==> src/rtl/leaf_rx_demux.sv <==
// rtl/leaf_rx_demux.sv - BFT leaf receive demux into per-port FIFOs with credit return
// Optional feature: define LEAF_RX_DROP_CNT_EN to build the saturating drop_cnt register.
module leaf_rx_demux #(
  parameter int NUM_PORTS  = 4,
  parameter int FIFO_DEPTH = 16
) (
  input  logic                      clk,
  input  logic                      reset,
  input  logic                      ap_start,
  input  logic [48:0]               din_leaf_bft2interface,
  output logic [NUM_PORTS*32-1:0]   dout_data,
  output logic [NUM_PORTS-1:0]      dout_valid,
  input  logic [NUM_PORTS-1:0]      dout_ready,
  output logic [NUM_PORTS-1:0]      credit_ret,
  output logic                      overflow,
  output logic [15:0]               drop_cnt
);

  localparam int AW = $clog2(FIFO_DEPTH);
  localparam int CW = AW + 1;
  localparam logic [CW-1:0] FULL_CNT    = CW'(FIFO_DEPTH);
  localparam logic [4:0]    NUM_PORTS_L = 5'(NUM_PORTS);

  // Registered packet fields; leaf address and reserved bits are not kept.
  logic        pkt_valid_q;
  logic        start_q;
  logic [3:0]  port_q;
  logic [31:0] payload_q;

  // Per-port FIFO storage and bookkeeping.
  logic [31:0]   mem_q    [NUM_PORTS][FIFO_DEPTH];
  logic [AW-1:0] wr_ptr_q [NUM_PORTS];
  logic [AW-1:0] rd_ptr_q [NUM_PORTS];
  logic [CW-1:0] cnt_q    [NUM_PORTS];

  logic [NUM_PORTS-1:0] push_req;
  logic [NUM_PORTS-1:0] full;
  logic [NUM_PORTS-1:0] pop;
  logic [NUM_PORTS-1:0] wr_en;
  logic [NUM_PORTS-1:0] credit_q;
  logic                 overflow_q;
  logic                 bad_port;
  logic                 drop_full;
  logic                 drop;

  logic unused_pkt_bits;
  assign unused_pkt_bits = &{1'b0, din_leaf_bft2interface[47:43], din_leaf_bft2interface[38:32]};

  // Input register: captures the packet and ap_start together every cycle.
  always_ff @(posedge clk) begin
    if (reset) begin
      pkt_valid_q <= 1'b0;
      start_q     <= 1'b0;
      port_q      <= 4'h0;
      payload_q   <= 32'h0;
    end else begin
      pkt_valid_q <= din_leaf_bft2interface[48];
      start_q     <= ap_start;
      port_q      <= din_leaf_bft2interface[42:39];
      payload_q   <= din_leaf_bft2interface[31:0];
    end
  end

  // Stream outputs: head word of each non-empty FIFO, zero when empty.
  always_comb begin
    dout_valid = '0;
    dout_data  = '0;
    for (int p = 0; p < NUM_PORTS; p++) begin
      dout_valid[p]        = (cnt_q[p] != '0);
      dout_data[32*p +: 32] = dout_valid[p] ? mem_q[p][rd_ptr_q[p]] : 32'h0;
    end
  end

  // Decode the registered packet into per-port writes, pops and drop events.
  always_comb begin
    push_req = '0;
    full     = '0;
    pop      = '0;
    wr_en    = '0;
    for (int p = 0; p < NUM_PORTS; p++) begin
      full[p]     = (cnt_q[p] == FULL_CNT);
      pop[p]      = dout_valid[p] & dout_ready[p];
      push_req[p] = pkt_valid_q & start_q & ({1'b0, port_q} == 5'(p));
      // A pop in the same cycle frees the slot the write needs.
      wr_en[p]    = push_req[p] & (~full[p] | pop[p]);
    end
    bad_port  = pkt_valid_q & start_q & ({1'b0, port_q} >= NUM_PORTS_L);
    drop_full = |(push_req & full & ~pop);
    drop      = bad_port | drop_full;
  end

  // FIFO payload storage; contents are don't-care while the count is zero.
  always_ff @(posedge clk) begin
    for (int p = 0; p < NUM_PORTS; p++) begin
      if (wr_en[p]) begin
        mem_q[p][wr_ptr_q[p]] <= payload_q;
      end
    end
  end

  // Pointers, occupancy counts, credit pulses and the sticky overflow flag.
  always_ff @(posedge clk) begin
    if (reset) begin
      for (int p = 0; p < NUM_PORTS; p++) begin
        wr_ptr_q[p] <= '0;
        rd_ptr_q[p] <= '0;
        cnt_q[p]    <= '0;
      end
      credit_q   <= '0;
      overflow_q <= 1'b0;
    end else begin
      for (int p = 0; p < NUM_PORTS; p++) begin
        if (wr_en[p]) begin
          wr_ptr_q[p] <= wr_ptr_q[p] + AW'(1);
        end
        if (pop[p]) begin
          rd_ptr_q[p] <= rd_ptr_q[p] + AW'(1);
        end
        case ({wr_en[p], pop[p]})
          2'b10:   cnt_q[p] <= cnt_q[p] + CW'(1);
          2'b01:   cnt_q[p] <= cnt_q[p] - CW'(1);
          default: cnt_q[p] <= cnt_q[p];
        endcase
      end
      credit_q <= pop;
      if (drop_full) begin
        overflow_q <= 1'b1;
      end
    end
  end

  assign credit_ret = credit_q;
  assign overflow   = overflow_q;

`ifdef LEAF_RX_DROP_CNT_EN
  logic [15:0] drop_cnt_q;

  // Saturating count of dropped packets (bad port or full FIFO).
  always_ff @(posedge clk) begin
    if (reset) begin
      drop_cnt_q <= 16'h0000;
    end else if (drop && (drop_cnt_q != 16'hFFFF)) begin
      drop_cnt_q <= drop_cnt_q + 16'h0001;
    end
  end

  assign drop_cnt = drop_cnt_q;
`else
  logic unused_drop;
  assign unused_drop = drop;
  assign drop_cnt    = 16'h0000;
`endif

endmodule

==> config.mk <==
export PLATFORM = sky130hd
export DESIGN_NAME = leaf_rx_demux
export DESIGN_NICKNAME = d
export VERILOG_FILES = /design/src/rtl/leaf_rx_demux.sv
export SDC_FILE = /design/constraint.sdc
export NUM_CORES = 2
export LEC_CHECK = 0
export CAP_MARGIN = 30
export CORE_MARGIN = 10
export CORE_UTILIZATION = 45
export CTS_CLUSTER_DIAMETER = 50
export DETAILED_ROUTE_END_ITERATION = 12
export PLACE_DENSITY = 0.6
export SYNTH_ARGS = -nofsm -noshare
export SYNTH_HDL_FRONTEND = slang
export SYNTH_SLANG_ARGS = --single-unit
==> constraint.sdc <==
create_clock -name clk -period 5.82 [get_ports clk]
set_clock_uncertainty 0.2 [all_clocks]
set_input_delay 0.873 -clock clk [delete_from_list [all_inputs] [get_ports clk]]
set_output_delay 0.873 -clock clk [all_outputs]
set_load 0.02 [all_outputs]
# Word level (Yosys, flattened, before mapping)
# Memory sizes are Yosys's and may differ from the RTL's.
# Index checks and enable logic that the tools add are counted.
word_totals:
  register_bits: 43
  ramBits: 2100
  input_bits: 56
  out_inout_bits: 153
  elab_cells: 241
  mem_count: 4
op_classes:
  n_addsub: 16
  magnitude_cmp: 12
  eq_ne: 15
  n_mux: 119
  n_bitwise: 52
  reduce_logical: 17
memory_table:
  columns: ["memory", "depth", "width", "rd", "rd_clocked_by_memory_dff", "wr", "line_no", "rtl"]
  rows:
  - ["mem_q", 4, 512, 4, 0, 1, "31", "logic [31:0] mem_q [NUM_PORTS][FIFO_DEPTH];"]
  - ["cnt_q", 4, 5, 4, 0, 4, "34", "logic [CW-1:0] cnt_q [NUM_PORTS];"]
  - ["rd_ptr_q", 4, 4, 4, 0, 4, "33", "logic [AW-1:0] rd_ptr_q [NUM_PORTS];"]
  - ["wr_ptr_q", 4, 4, 4, 0, 4, "32", "logic [AW-1:0] wr_ptr_q [NUM_PORTS];"]
ops:
  columns: ["op", "count"]
  rows:
  - ["512-bit two-way mux", 10]
  - ["512-bit OR reduction", 3]
  - ["32-bit binary-select mux with 4-bit select", 4]
  - ["32-bit demux with 4-bit select", 4]
  - ["32-bit two-way mux", 16]
  - ["1-bit two-way mux", 62]
  - ["5-bit two-way mux", 12]
  - ["5-bit greater-or-equal comparator, second input constant", 8]
  - ["4-bit NOT with 5-bit output", 8]
  - ["4-bit by 1-bit adder with 4-bit output, second input constant", 8]
  - ["4-bit two-way mux", 8]
  - ["1-bit bitwise OR", 24]
  - ["5-bit by 1-bit adder with 5-bit output, second input constant", 4]
  - ["5-bit == test, second input constant", 4]
  - ["5-bit by 1-bit < comparator with 1-bit output, second input constant", 4]
  - ["5-bit nonzero test", 4]
  - ["5-bit by 1-bit subtractor with 5-bit output, second input constant", 4]
  - ["1-bit AND", 13]
  - ["4-bit AND", 2]
  - ["2-bit by 1-bit == test with 1-bit output, second input constant", 4]
  - ["2-bit == test, second input constant", 4]
  - ["4-bit by 2-bit == test with 1-bit output, second input constant", 2]
  - ["2-bit OR reduction", 4]
  - ["2-bit two-way mux", 3]
  - ["other kinds (6)", 12]

# Depth between registers and ports, before layout
# An unclocked memory read counts as a cell.
depth:
  ltp_word: 12
  mapped_depth: 12
  ltp_nobuf: 11

# Worst setup path after synthesis
# No wires, ideal clock.
synth_timing:
  path_type: "in2reg"
  from: "input dout_ready[0]"
  to: "memory mem_q[0][384] (netlist name), enable pin"
  setup_time_ns: 0.461
  arrival_ns: 3.970
  t_required_ns: 5.159
  slack_ns: 1.190
  cell_stages: 4
  n_path_buf: 0
  path_cell_list: "nor2b_1 > a2111oi_2 > nand2_1 > nor3_1"
synth_between:
  elab_chain_len: 8
synth_rtl:
  columns: ["element", "line_no", "rtl"]
  rows:
  - ["from (decl)", "13", "input logic [NUM_PORTS-1:0] dout_ready,"]
  - ["1-bit AND", "82", "pop[p] = dout_valid[p] & dout_ready[p];"]
  - ["1-bit bitwise OR", "85", "wr_en[p] = push_req[p] & (~full[p] | pop[p]);"]
  - ["1-bit AND", "85", null]
  - ["1-bit two-way mux", "95", "if (wr_en[p]) begin"]
  - ["512-bit two-way mux (implied by the code)", "96", "mem_q[p][wr_ptr_q[p]] <= payload_q;"]
  - ["512-bit two-way mux (no source line) (3 in series)", null, null]
  - ["to (decl)", "31", null]
# No other way between the ends.

==> impl_results.md <==
- Residual DRC count: 0
- Via count: 38310
- Antenna-violating nets left: 0
- Sequential share of the synthesized area: 77.68%
- Worst flop-to-flop path endpoint: cnt_q[2][4]$_SDFFCE_PN0P_
- Num CTS Buffers: 219
- Nets: 4178
- Vias per inst: 5.767
- Combinational Power Share: 10.8%
- Clk sinks: 2143
- First-pass GRT wire length: 282600 um
- Crit share post-route: 91.50%
- CP top delay family: buffers and inverters
- Seq pwr share: 49.7%
- Worst EP required: 4.75 ns
- Final setup TNS: 0 ns
- CP cell instances: inv_1, ha_1, or4b_4, and3b_1, buf_4, a22o_1, a221o_1, clkdlybuf4s50_1
- Iteration count of the initial detailed-routing pass: 5
- Ys async rst share: 0%
- Tmin final: 5.325 ns
- Worst-path fanout max: 18
- Top Ports: 209
- CTS clk-pin slew, worst paths: 0.06 ns
- Total power: 34380 uW
- Status: completed
- Reg2reg setup slack: 1.85 ns
- Post-CTS Setup Bufs: 0
- Final hold viol count: 0
- DRT iter0 DRCs: 3494
- CTS tree: built
- Crit path capture: dout_data[110]
- Vias in the first global route: 40290
- Hold path startpoint: reset
- Slew @ Worst Pin: 1.008 ns
- Cell taking the most area after synthesis: edfxtp_1
- R2R depth: 10
- Worst path arrival time: 4.25 ns
- Clock power frac: 39.5%
- Max cap viols: 0
- Routed Wire Length: 193200 um
- Avg Cell Area, Syn: 22.02 sq um
- Yosys warnings: 0
- Ys flop type: edfxtp_1
- Starting Density: 45.38%
- Clock buffer depth: 3
- Share of layout cells above drive strength 1: 25.67%
- Pre-CTS setup slack: 1.180 ns
- Mux contribution to synthesized area: 15.20%
- Top post-synthesis cells by area: edfxtp_1 (77%), mux4_2 (14%), nand3_1 (1.2%), mux2i_1 (1.2%), dfxtp_1 (1.0%)
- Relative slew slack: 32.67%
- Tightest Hold Check Type: input pin to register
- Count of different cell masters after synthesis: 48
- Max-slew violations: 0
- Largest net degree at the start of global routing: 100
- Global Route Usage Sum: 19.24%
- Skew-Pair Late Insertion Delay: 0.85 ns
- FMAX: 187.8 MHz
- Largest family of logic cells by synthesized area: multiplexers
- Slowest stage delay, CP: 0.59 ns
- Post-CTS Resized: 0
- H-tree depth: 4
- Crit path launch: cnt_q[3][0]$_DFFE_PP_
- Synth Area in Simple Gates: 2.846%
- Slowest CP cell: clkdlybuf4s50_1
- Post-Synth XOR/XNOR Area: 0.3086%
- Crit path launch type: register
- Maximum VDD drop: 269.0 uV
- Area share of the largest cell type after synthesis: 76.63%
- Hpwl dp: 107000 um
- Synth Cell Area: 82290 sq um
- Die Width: 447.6 um
- WL/cell: 29.09 um
- Layout Area Growth over Synthesis: 15.48%
- Sw Ratio: 23.43%
- Critical setup path kind: register to output pin
- Die height: 447.6 um
- Row count: 156
- Area share of fa/ha/maj cells after synthesis: 0.6416%
- Number of synthesized register bits: 2143
- Core Region: 181300 sq um
- Fin Hold WS: 0.2928 ns
- Static Leak: 0.02963 uW
- Final WS setup: 0.4947 ns
- Internal power: 26320 uW
- Port Buffers: 180
- Clock tree root buffer cell: clkbuf_16
- Hold Buf Count CTS: 0
- Pwr per Cell Area: 361.8 nW/um^2
- Initial antenna violation count: 8
- Die area: 200400 sq um
- RSZ-0062 raised after global routing: no
- Gate Count Post-Synth: 3737
- WP depth: 8
- Fin util: 52.41%
- P_sw: 8055 uW
- Number of flops mapped to enable cells by yosys: 2100
- Routability cong.: 0.7307
- Worst path bufs/invs: 3
- Setup-failing EPs final: 0
- Worst r2r src: cnt_q[2][1]$_SDFFCE_PN0P_
- Compound-gate portion of the synthesized area: 1.936%
- Critical Path End Type: output pin
- Gr ovfl total: 0
layout make-up:
| class | instances | area, sq um |
|---|---|---|
| fill | 13970 | 86300 |
| sequential | 2143 | 63960 |
| multi-input combinational | 1351 | 17680 |
| clock buffer | 287 | 5901 |
| timing repair buffer | 336 | 3328 |
| tap | 2370 | 2965 |
| clock inverter | 122 | 1080 |
| inverter | 30 | 112.6 |
| antenna | 3 | 7.507 |
through the flow:
step / std cells / instance area, sq um
2_1_floorplan: 3752 / 82350
3_3_place_gp: 6217 / 87740
3_5_place_dp: 6228 / 87990
4_1_cts: 6637 / 94970
5_1_grt: 6639 / 95020
6_report: 6642 / 95030
sequential cells by signal (all words and copies together) (netlist names):
register	cells
pkt_valid_q	1
mem_q	2048
credit_ret	4
wr_ptr_q	16
start_q	1
port_q	4
payload_q	32
cnt_q	20
overflow	1
rd_ptr_q	16
synthesized netlist by cell type, drive strengths merged (2+ instances only):
cell	instances
buf	120
a21o	5
nand3	202
nand2b	23
or2	10
clkbuf	108
a221oi	2
xnor2	15
o211ai	98
and3	3
and2	25
nor3	30
inv	30
dfxtp	43
a21oi	8
nor2	80
a221o	32
or4	3
mux4	512
edfxtp	2100
nand2	22
fa	2
ha	39
mux2i	98
nor3b	4
or3b	2
a2111oi	2
o21bai	5
o21ai	9
xor2	14
nor2b	46
a22o	32
nor4	2
metal layers:
layer  wire [um]  GRT usage [%]  up-vias
met5           0              0        -
met4        4287          5.117        0
met3        9706          2.909      260
met2       99620          33.21     1063
met1       79580          25.56    20610
li1            -              -    16380
layout by cell type (no fill, tap or decap), types with 21 or more instances in the layout:
| cell | n |
|---|---|
| nor2_4 | 37 |
| clkbuf_1 | 56 |
| edfxtp_1 | 2100 |
| clkdlybuf4s50_1 | 179 |
| o211ai_1 | 98 |
| nor2_1 | 43 |
| mux4_2 | 512 |
| nand2b_1 | 21 |
| inv_1 | 30 |
| dfxtp_2 | 32 |
| clkinv_1 | 46 |
| a22o_1 | 32 |
| nand3_1 | 202 |
| clkinv_2 | 30 |
| nor2b_1 | 43 |
| clkbuf_16 | 223 |
| mux2i_1 | 98 |
| a221o_1 | 32 |
| buf_4 | 132 |
| ha_1 | 39 |
| nand2_1 | 22 |
kinds of logic after synthesis:
logic type	after synthesis
DFF	2143
muxes	610
and+or+nand+nor	456
buffers and inverters	258
AOI/OAI and AO/OA	199
adders and majority gates	41
xor gates and xnor gates	29
other	1
how the worst min path moves through the flow:
stage,endpoint,slack (ns),depth (start not counted)
2_1_floorplan,overflow$_SDFFE_PP0P_,0.33,2
3_3_place_gp,overflow$_SDFFE_PP0P_,0.38,2
3_5_place_dp,overflow$_SDFFE_PP0P_,0.39,2
4_1_cts,port_q[1]$_SDFF_PP0_,0.25,2
5_1_grt,port_q[0]$_SDFF_PP0_,0.27,2
6_report,port_q[1]$_SDFF_PP0_,0.29,2
worst register-to-register path, stage by stage (launching register included):
cell	delay [ns]
edfxtp_1	0.45
or4_1	0.61
o2111ai_1	0.59
ha_1	0.31
nor2b_1	0.53
xor2_1	0.15
ha_1	0.23
or2_2	0.29
a21oi_1	0.16
o21bai_1	0.09
mux2i_1	0.12
power groups by stage:
stage | registers (uW) | clock network (uW) | logic, uW
final | 17100 | 13600 | 3710
after global routing | 17100 | 14500 | 3950
after CTS | 17100 | 13800 | 3810
after detailed placement | 17400 | 0 | 3790
after global placement | 17400 | 0 | 3760
after floorplan | 17500 | 0 | 2220
No activity file was read; power rests on OpenSTA's default activity.
